--- src/rtl/regfile_wb_writer.sv ---
// regfile_wb_writer
//   Write-side master for the register file's single write port, owned by the
//   writeback stage. Single-cycle ALU results always win the port; results
//   from multi-cycle units (load, mul/div) wait in a small FIFO and drain into
//   idle write-port cycles. An ALU write clears the valid bit of every buffered
//   entry with the same destination (WAW squash), so an older buffered result
//   can never overwrite a younger ALU result.
//
//   Optional feature: define REGWB_FWD_EN to build the forwarding compare/mux.
//   Without it fwdHitA/B and fwdDataA/B are tied to 0 (ports remain).
//
// Ports
//   clock, clear                      clock, asynchronous active-high reset
//   aluWbEnable/aluWbAddr/aluWbData   ALU result to write this cycle
//   pushValid/pushReady/pushAddr/pushData
//                                     multi-cycle result handshake into FIFO
//   regWriteEnable/addrD/dataD        registered register-file write port
//   lookupA/B, fwdHitA/B, fwdDataA/B  combinational forwarding queries
//   count/empty/full                  FIFO occupancy (squashed entries count)

module regfile_wb_writer #(
    parameter int width     = 32,
    parameter int addrWidth = 5,
    parameter int depth     = 4
) (
    input  logic                         clock,
    input  logic                         clear,
    input  logic                         aluWbEnable,
    input  logic [addrWidth-1:0]         aluWbAddr,
    input  logic [width-1:0]             aluWbData,
    input  logic                         pushValid,
    output logic                         pushReady,
    input  logic [addrWidth-1:0]         pushAddr,
    input  logic [width-1:0]             pushData,
    output logic                         regWriteEnable,
    output logic [addrWidth-1:0]         addrD,
    output logic [width-1:0]             dataD,
    input  logic [addrWidth-1:0]         lookupA,
    input  logic [addrWidth-1:0]         lookupB,
    output logic                         fwdHitA,
    output logic                         fwdHitB,
    output logic [width-1:0]             fwdDataA,
    output logic [width-1:0]             fwdDataB,
    output logic [$clog2(depth+1)-1:0]   count,
    output logic                         empty,
    output logic                         full
);

    localparam int PW = $clog2(depth);
    localparam int CW = $clog2(depth+1);

    logic [addrWidth-1:0] addr_mem [depth];
    logic [width-1:0]     data_mem [depth];

    logic [depth-1:0]     valid_q, valid_d;
    logic [PW-1:0]        head_q, head_d;
    logic [PW-1:0]        tail_q, tail_d;
    logic [CW-1:0]        count_q, count_d;
    logic                 wen_q, wen_d;
    logic [addrWidth-1:0] out_addr_q, out_addr_d;
    logic [width-1:0]     out_data_q, out_data_d;

    logic alu_take, push_fire, push_store;
    logic head_exists, head_valid, pop, head_write;

    // Ready looks only at registered occupancy: a full buffer refuses a push
    // even when the head pops in the same cycle.
    assign full      = (count_q == CW'(depth));
    assign empty     = (count_q == '0);
    assign count     = count_q;
    assign pushReady = !full && !clear;

    // NOTE: every variable driven in an always_comb gets a default first, so no
    // path leaves it unassigned and no latch is inferred.
    always_comb begin
        alu_take    = aluWbEnable && (aluWbAddr != '0);
        push_fire   = pushValid && pushReady;
        // A push to x0 completes the handshake but stores nothing.
        push_store  = push_fire && (pushAddr != '0);
        head_exists = (count_q != '0);
        head_valid  = valid_q[head_q];
        // A squashed head is discarded even while the ALU owns the port.
        pop         = head_exists && (!head_valid || !alu_take);
        head_write  = head_exists && head_valid && !alu_take;

        head_d  = pop ? head_q + PW'(1) : head_q;
        tail_d  = push_store ? tail_q + PW'(1) : tail_q;
        count_d = count_q + CW'(push_store) - CW'(pop);

        valid_d = valid_q;
        for (int i = 0; i < depth; i++) begin
            if (pop && (PW'(i) == head_q))
                valid_d[i] = 1'b0;
            if (push_store && (PW'(i) == tail_q))
                valid_d[i] = 1'b1;
            // WAW squash also catches the entry being pushed this very cycle.
            if (alu_take &&
                (((push_store && (PW'(i) == tail_q)) ? pushAddr : addr_mem[i]) == aluWbAddr))
                valid_d[i] = 1'b0;
        end

        wen_d      = 1'b0;
        out_addr_d = out_addr_q;
        out_data_d = out_data_q;
        if (alu_take) begin
            wen_d      = 1'b1;
            out_addr_d = aluWbAddr;
            out_data_d = aluWbData;
        end else if (head_write) begin
            wen_d      = 1'b1;
            out_addr_d = addr_mem[head_q];
            out_data_d = data_mem[head_q];
        end
    end

    // NOTE: sequential state is updated with non-blocking assignments so all
    // registers sample their next-state values from the same pre-edge snapshot.
    always_ff @(posedge clock or posedge clear) begin
        if (clear) begin
            valid_q    <= '0;
            head_q     <= '0;
            tail_q     <= '0;
            count_q    <= '0;
            wen_q      <= 1'b0;
            out_addr_q <= '0;
            out_data_q <= '0;
        end else begin
            valid_q    <= valid_d;
            head_q     <= head_d;
            tail_q     <= tail_d;
            count_q    <= count_d;
            wen_q      <= wen_d;
            out_addr_q <= out_addr_d;
            out_data_q <= out_data_d;
        end
    end

    // NOTE: payload storage has no reset; the valid bits and count alone decide
    // whether an entry is used, so stale contents are never observed.
    always_ff @(posedge clock) begin
        if (push_store) begin
            addr_mem[tail_q] <= pushAddr;
            data_mem[tail_q] <= pushData;
        end
    end

    assign regWriteEnable = wen_q;
    assign addrD          = out_addr_q;
    assign dataD          = out_data_q;

`ifdef REGWB_FWD_EN
    // Scan oldest to youngest so the youngest matching candidate ends up
    // selected; the output stage is older than anything still buffered.
    always_comb begin
        fwdHitA  = 1'b0;
        fwdDataA = '0;
        fwdHitB  = 1'b0;
        fwdDataB = '0;
        if (wen_q && (out_addr_q == lookupA)) begin
            fwdHitA  = 1'b1;
            fwdDataA = out_data_q;
        end
        if (wen_q && (out_addr_q == lookupB)) begin
            fwdHitB  = 1'b1;
            fwdDataB = out_data_q;
        end
        for (int i = 0; i < depth; i++) begin
            if ((CW'(i) < count_q) && valid_q[head_q + PW'(i)]) begin
                if (addr_mem[head_q + PW'(i)] == lookupA) begin
                    fwdHitA  = 1'b1;
                    fwdDataA = data_mem[head_q + PW'(i)];
                end
                if (addr_mem[head_q + PW'(i)] == lookupB) begin
                    fwdHitB  = 1'b1;
                    fwdDataB = data_mem[head_q + PW'(i)];
                end
            end
        end
        // x0 is hard-wired zero and never forwarded.
        if (lookupA == '0) begin
            fwdHitA  = 1'b0;
            fwdDataA = '0;
        end
        if (lookupB == '0) begin
            fwdHitB  = 1'b0;
            fwdDataB = '0;
        end
    end
`else
    logic unused_lookup;
    assign unused_lookup = ^{lookupA, lookupB};
    assign fwdHitA  = 1'b0;
    assign fwdHitB  = 1'b0;
    assign fwdDataA = '0;
    assign fwdDataB = '0;
`endif

endmodule

--- config.mk ---
export PLATFORM = sky130hd
export DESIGN_NAME = regfile_wb_writer
export DESIGN_NICKNAME = d
export VERILOG_FILES = /design/src/rtl/regfile_wb_writer.sv
export SDC_FILE = /design/constraint.sdc
export NUM_CORES = 1
export LEC_CHECK = 0
export BUFFER_PORTS_ARGS = -buffer_cell sky130_fd_sc_hd__buf_2
export CAP_MARGIN = 0
export CORE_MARGIN = 5
export CORE_UTILIZATION = 50
export CTS_BUF_LIST = sky130_fd_sc_hd__clkbuf_2 sky130_fd_sc_hd__clkbuf_4 sky130_fd_sc_hd__clkbuf_8
export DETAILED_ROUTE_END_ITERATION = 8
export MAX_ROUTING_LAYER = met4
export PLACE_DENSITY = 0.8
export SETUP_SLACK_MARGIN = 0.02
export SLEW_MARGIN = 0
export SYNTH_ARGS = -nofsm -noshare
export SYNTH_HDL_FRONTEND = slang
export SYNTH_SLANG_ARGS = --single-unit
--- constraint.sdc ---
create_clock -name clock -period 3.4 [get_ports clock]
set_input_delay 0 -clock clock [delete_from_list [all_inputs] [get_ports clock]]
set_output_delay 0 -clock clock [all_outputs]
set_load 0.005 [all_outputs]
==> qor.tcl <==
set qor(reg2regPathDepth) 6
set qor(clkTransAtPathRegs_ps) 90
set qor(postPlaceCellArea_um2) 9390
set qor(ys_top_cells_by_area) {edfxtp_1, dfrtp_1, mux4_2}
set qor(fp.dieH_um) 142
set qor(num-nets-final) 867
set qor(post-dp-hpwl_mm) 12.4
set qor(yosysUniqueCellTypes) 49
set qor(route.detailed.drc) 0
set qor(ys_async_sr_fraction) 0.249
set qor(finalHoldViolCount) 0
set qor(timing.critical_path.arrival_ps) 2870
set qor(yosys_most_used_dff) {edfxtp_1}
set qor(die_width_um) 142
set qor(tritoncts) {built}
set qor(timing.final.max_slew_violations) 0
set qor(cellPowerDensity_nw_per_um2) 673
set qor(fmax_ghz) 0.396
set qor(r2r_slack_ps) 870
set qor(postRouteWirelength_mm) 19.5
set qor(stdcell_area_um2) 10600
set qor(final-setup-viol-count) 0
set qor(seqCellArea_um2) 5670
set qor(final_period_minus_worst_setup_slack_ps) 2530
set qor(detailedRoute.firstPassIterationCount) 5
set qor(post-synth-top-area-cell) {edfxtp_1}
set qor(hold-path-endpoint) {regWriteEnable}
set qor(timing.hold.ws_ps) 55.1
set qor(grt.overflow.total) 0
set qor(route.detailed.vias_per_inst) 5.34
set qor(first_global_vias) 5634
set qor(crit_path_end_kind) {flop}
set qor(antenna_cells_inserted) 0
set qor(gp_routability_congestion) 0.894
set qor(cts-htree-levels) 4
set qor(crit_path_max_fanout) 27
set qor(static-leakage-power_nw) 4.33
set qor(wl_per_cell_um) 19.3
set qor(hold_path.startpoint) {aluWbEnable}
set qor(postRouteAntennaNets) 0
set qor(synth-edff-count) 148
set qor(clock_sink_count) 197
set qor(worstPathRequired_ps) 3750
set qor(grt_first_pass_wirelength_mm) 30.3
set qor(post_synth_inst_count) 562
set qor(mean_post_synth_cell_area_um2) 15.6
set qor(type_of_the_worst_setup_path) {reg2reg}
set qor(skew_ps) 10.7
set qor(syn_area_um2) 8760
set qor(finalSetupTns_ps) 0
set qor(grt_setup_unrepaired) {false}
set qor(final_critical_path_setup_slack_ps) 874
set qor(clock_latency_ps) 470
set qor(max_capacitance_violation_total) 0
set qor(final_layout_size_suffix_gt1_frac) 0.283
set qor(cp_slowest_cell) {and2_2}
set qor(top_level_port_count) 198
set qor(peakVddDrop_uv) 420
set qor(pin_slew_with_the_least_headroom_to_its_limit_ps) 820
set qor(worst_setup_path_start_kind) {flop}
set qor(critPathMaxStageDelay_ps) 720
set qor(final_min_period_over_clock_period) 0.743
set qor(floorplan.rows) 48
set qor(port_bufs) 121
set qor(post_cts_hold_buffer_count) 80
set qor(ctsResizeCount) 0
set qor(result_of_the_run) {complete, no violations}
set qor(synth_seq_cells) 197
set qor(dpl_worst_slack_ps) 882
set qor(signed_area_change_from_the_synthesized_netlist_to_the_final_layout_pct) 21.1
set qor(detailroute.via_count) 5377
set qor(core_area_um2) 17200
set qor(reg2reg_from) {count[2]}
set qor(grt_use_total) 0.204
set qor(number_of_buffers_inserted_during_clock_tree_synthesis) 17
set qor(slew_headroom) 0.453
set qor(fill_cells) 1250
set qor(clock_path_buffers) 2
set qor(final_util) 0.615
set qor(rr_endpoint) {valid_q[0]}
set qor(footprint_of_the_multi_input_gates_um2) 2640
set qor(synth.yosys.seq_area_share) 0.648
set qor(initial_core_util) 0.508
set qor(antenna_found_initial) 0
set qor(hp-class) {in2reg}
set qor(clock_root_buffer_master) {clkbuf_8}
set qor(ys_warn_count) 0
set qor(timing.critical_path.cells) {nor3b_2 > a211oi_2 > and2_2 > mux2i_1 > a221oi_1 > a21oi_1}
set qor(worst_hold_path.num_cells) 3
set qor(synth.top_cell.area_share) 0.508
set qor(first_iter_violations) 334
set qor(maximum_number_of_pins_on_one_net_before_global_route_repair) 73
set qor(post_cts_buffers) 0
set qor(die_footprint_um2) 20300
routing by layer:
| layer | vias up | global-route usage | routed length, um |
|---|---|---|---|
| met2 | 234 | 0.350 | 10100 |
| met3 | 31 | 0.0487 | 1410 |
| met5 | - | - | 0 |
| met4 | 0 | 0.0615 | 378 |
| li1 | 2390 | - | - |
| met1 | 2722 | 0.242 | 7520 |
layout by cell type (no fill, tap or decap), types with 2 or more instances in the layout:
cell,n
nand3_1,2
buf_2,121
clkinvlp_4,3
nor3b_2,3
xor2_1,6
edfxtp_1,148
mux2i_1,40
bufinv_16,3
inv_2,4
dlygate4sd3_1,80
a21oi_1,3
a221oi_1,9
mux4_2,38
a221o_1,2
a211oi_1,2
nand2_1,53
clkinv_2,4
o21ai_1,2
clkbuf_8,19
nor2_1,6
xnor2_1,7
a32oi_1,2
dfrtp_1,47
inv_1,15
dfrtp_2,2
ha_1,10
conb_1,66
nor3_1,5
o21ai_0,39
buf_12,3
buf_4,7
nor2b_1,2
a22oi_1,3
area by class of cell:
type / count / area share
sequential: 197 / 0.535
clock inverter: 12 / 0.0144
timing repair buffer: 211 / 0.143
inverter: 19 / 0.00672
clock buffer: 20 / 0.0254
tap: 225 / 0.0265
multi-input combinational: 322 / 0.249
how the worst max path moves through the flow:
stage	start	to	slack, ps	depth (start not counted)
after floorplan	count[2]	valid_q[1]	980	6
after global placement	count[2]	data_mem[0][29]	940	4
after detailed placement	count[2]	data_mem[1][10]	880	5
after CTS	count[2]	data_mem[1][6]	860	5
after global routing	count[2]	valid_q[0]	710	6
final	count[2]	valid_q[0]	870	6
where the power goes:
group / internal (mW) / total, mW / switching, mW / leakage [nW]
clock: 0.774 / 1.56 / 0.790 / 0.210
sequential: 3.01 / 3.19 / 0.180 / 1.93
combinational: 1.15 / 2.39 / 1.24 / 2.19
total: 4.93 / 7.14 / 2.21 / 4.33
worst max-delay path: cells and delay by family, from the launching register on:
| kind | cells | cell delay (ps) |
|---|---|---|
| AOI/OAI and AO/OA | 3 | 830 |
| muxes | 1 | 190 |
| and+or+nand+nor | 2 | 950 |
| DFF | 1 | 420 |
state kept, by name, indices dropped and copies added, names as in the netlist:
name	cells
tail_q	2
data_mem	128
addr_mem	20
dataD	32
count	3
regWriteEnable	1
addrD	5
valid_q	4
head_q	2
cell families after synthesis:
family          Yosys count  synth area share
compound gates           75            0.0573
xor+xnor                 13            0.0130
fa+ha+maj                11            0.0166
buf+inv                 108            0.0792
flops                   197             0.648
mux                      78             0.143
other cells               1          0.000428
simple gates             79            0.0426
cells in the mapped netlist (all sizes together) (7+ instances only):
master and count:
o21ai 41, inv 19, ha 10, clkbuf 11
a221oi 9, edfxtp 148, xnor2 7, dfrtp 49
mux2i 40, buf 78, mux4 38, nand2 53
metrics by stage:
step                power [mW]  cells
global placement          5.47    894
global route              7.55   1006
finish                    7.14   1006
floorplan                 4.88    627
detailed placement        5.58    894
CTS                       7.19   1006
No activity file was read; power rests on OpenSTA's default activity.
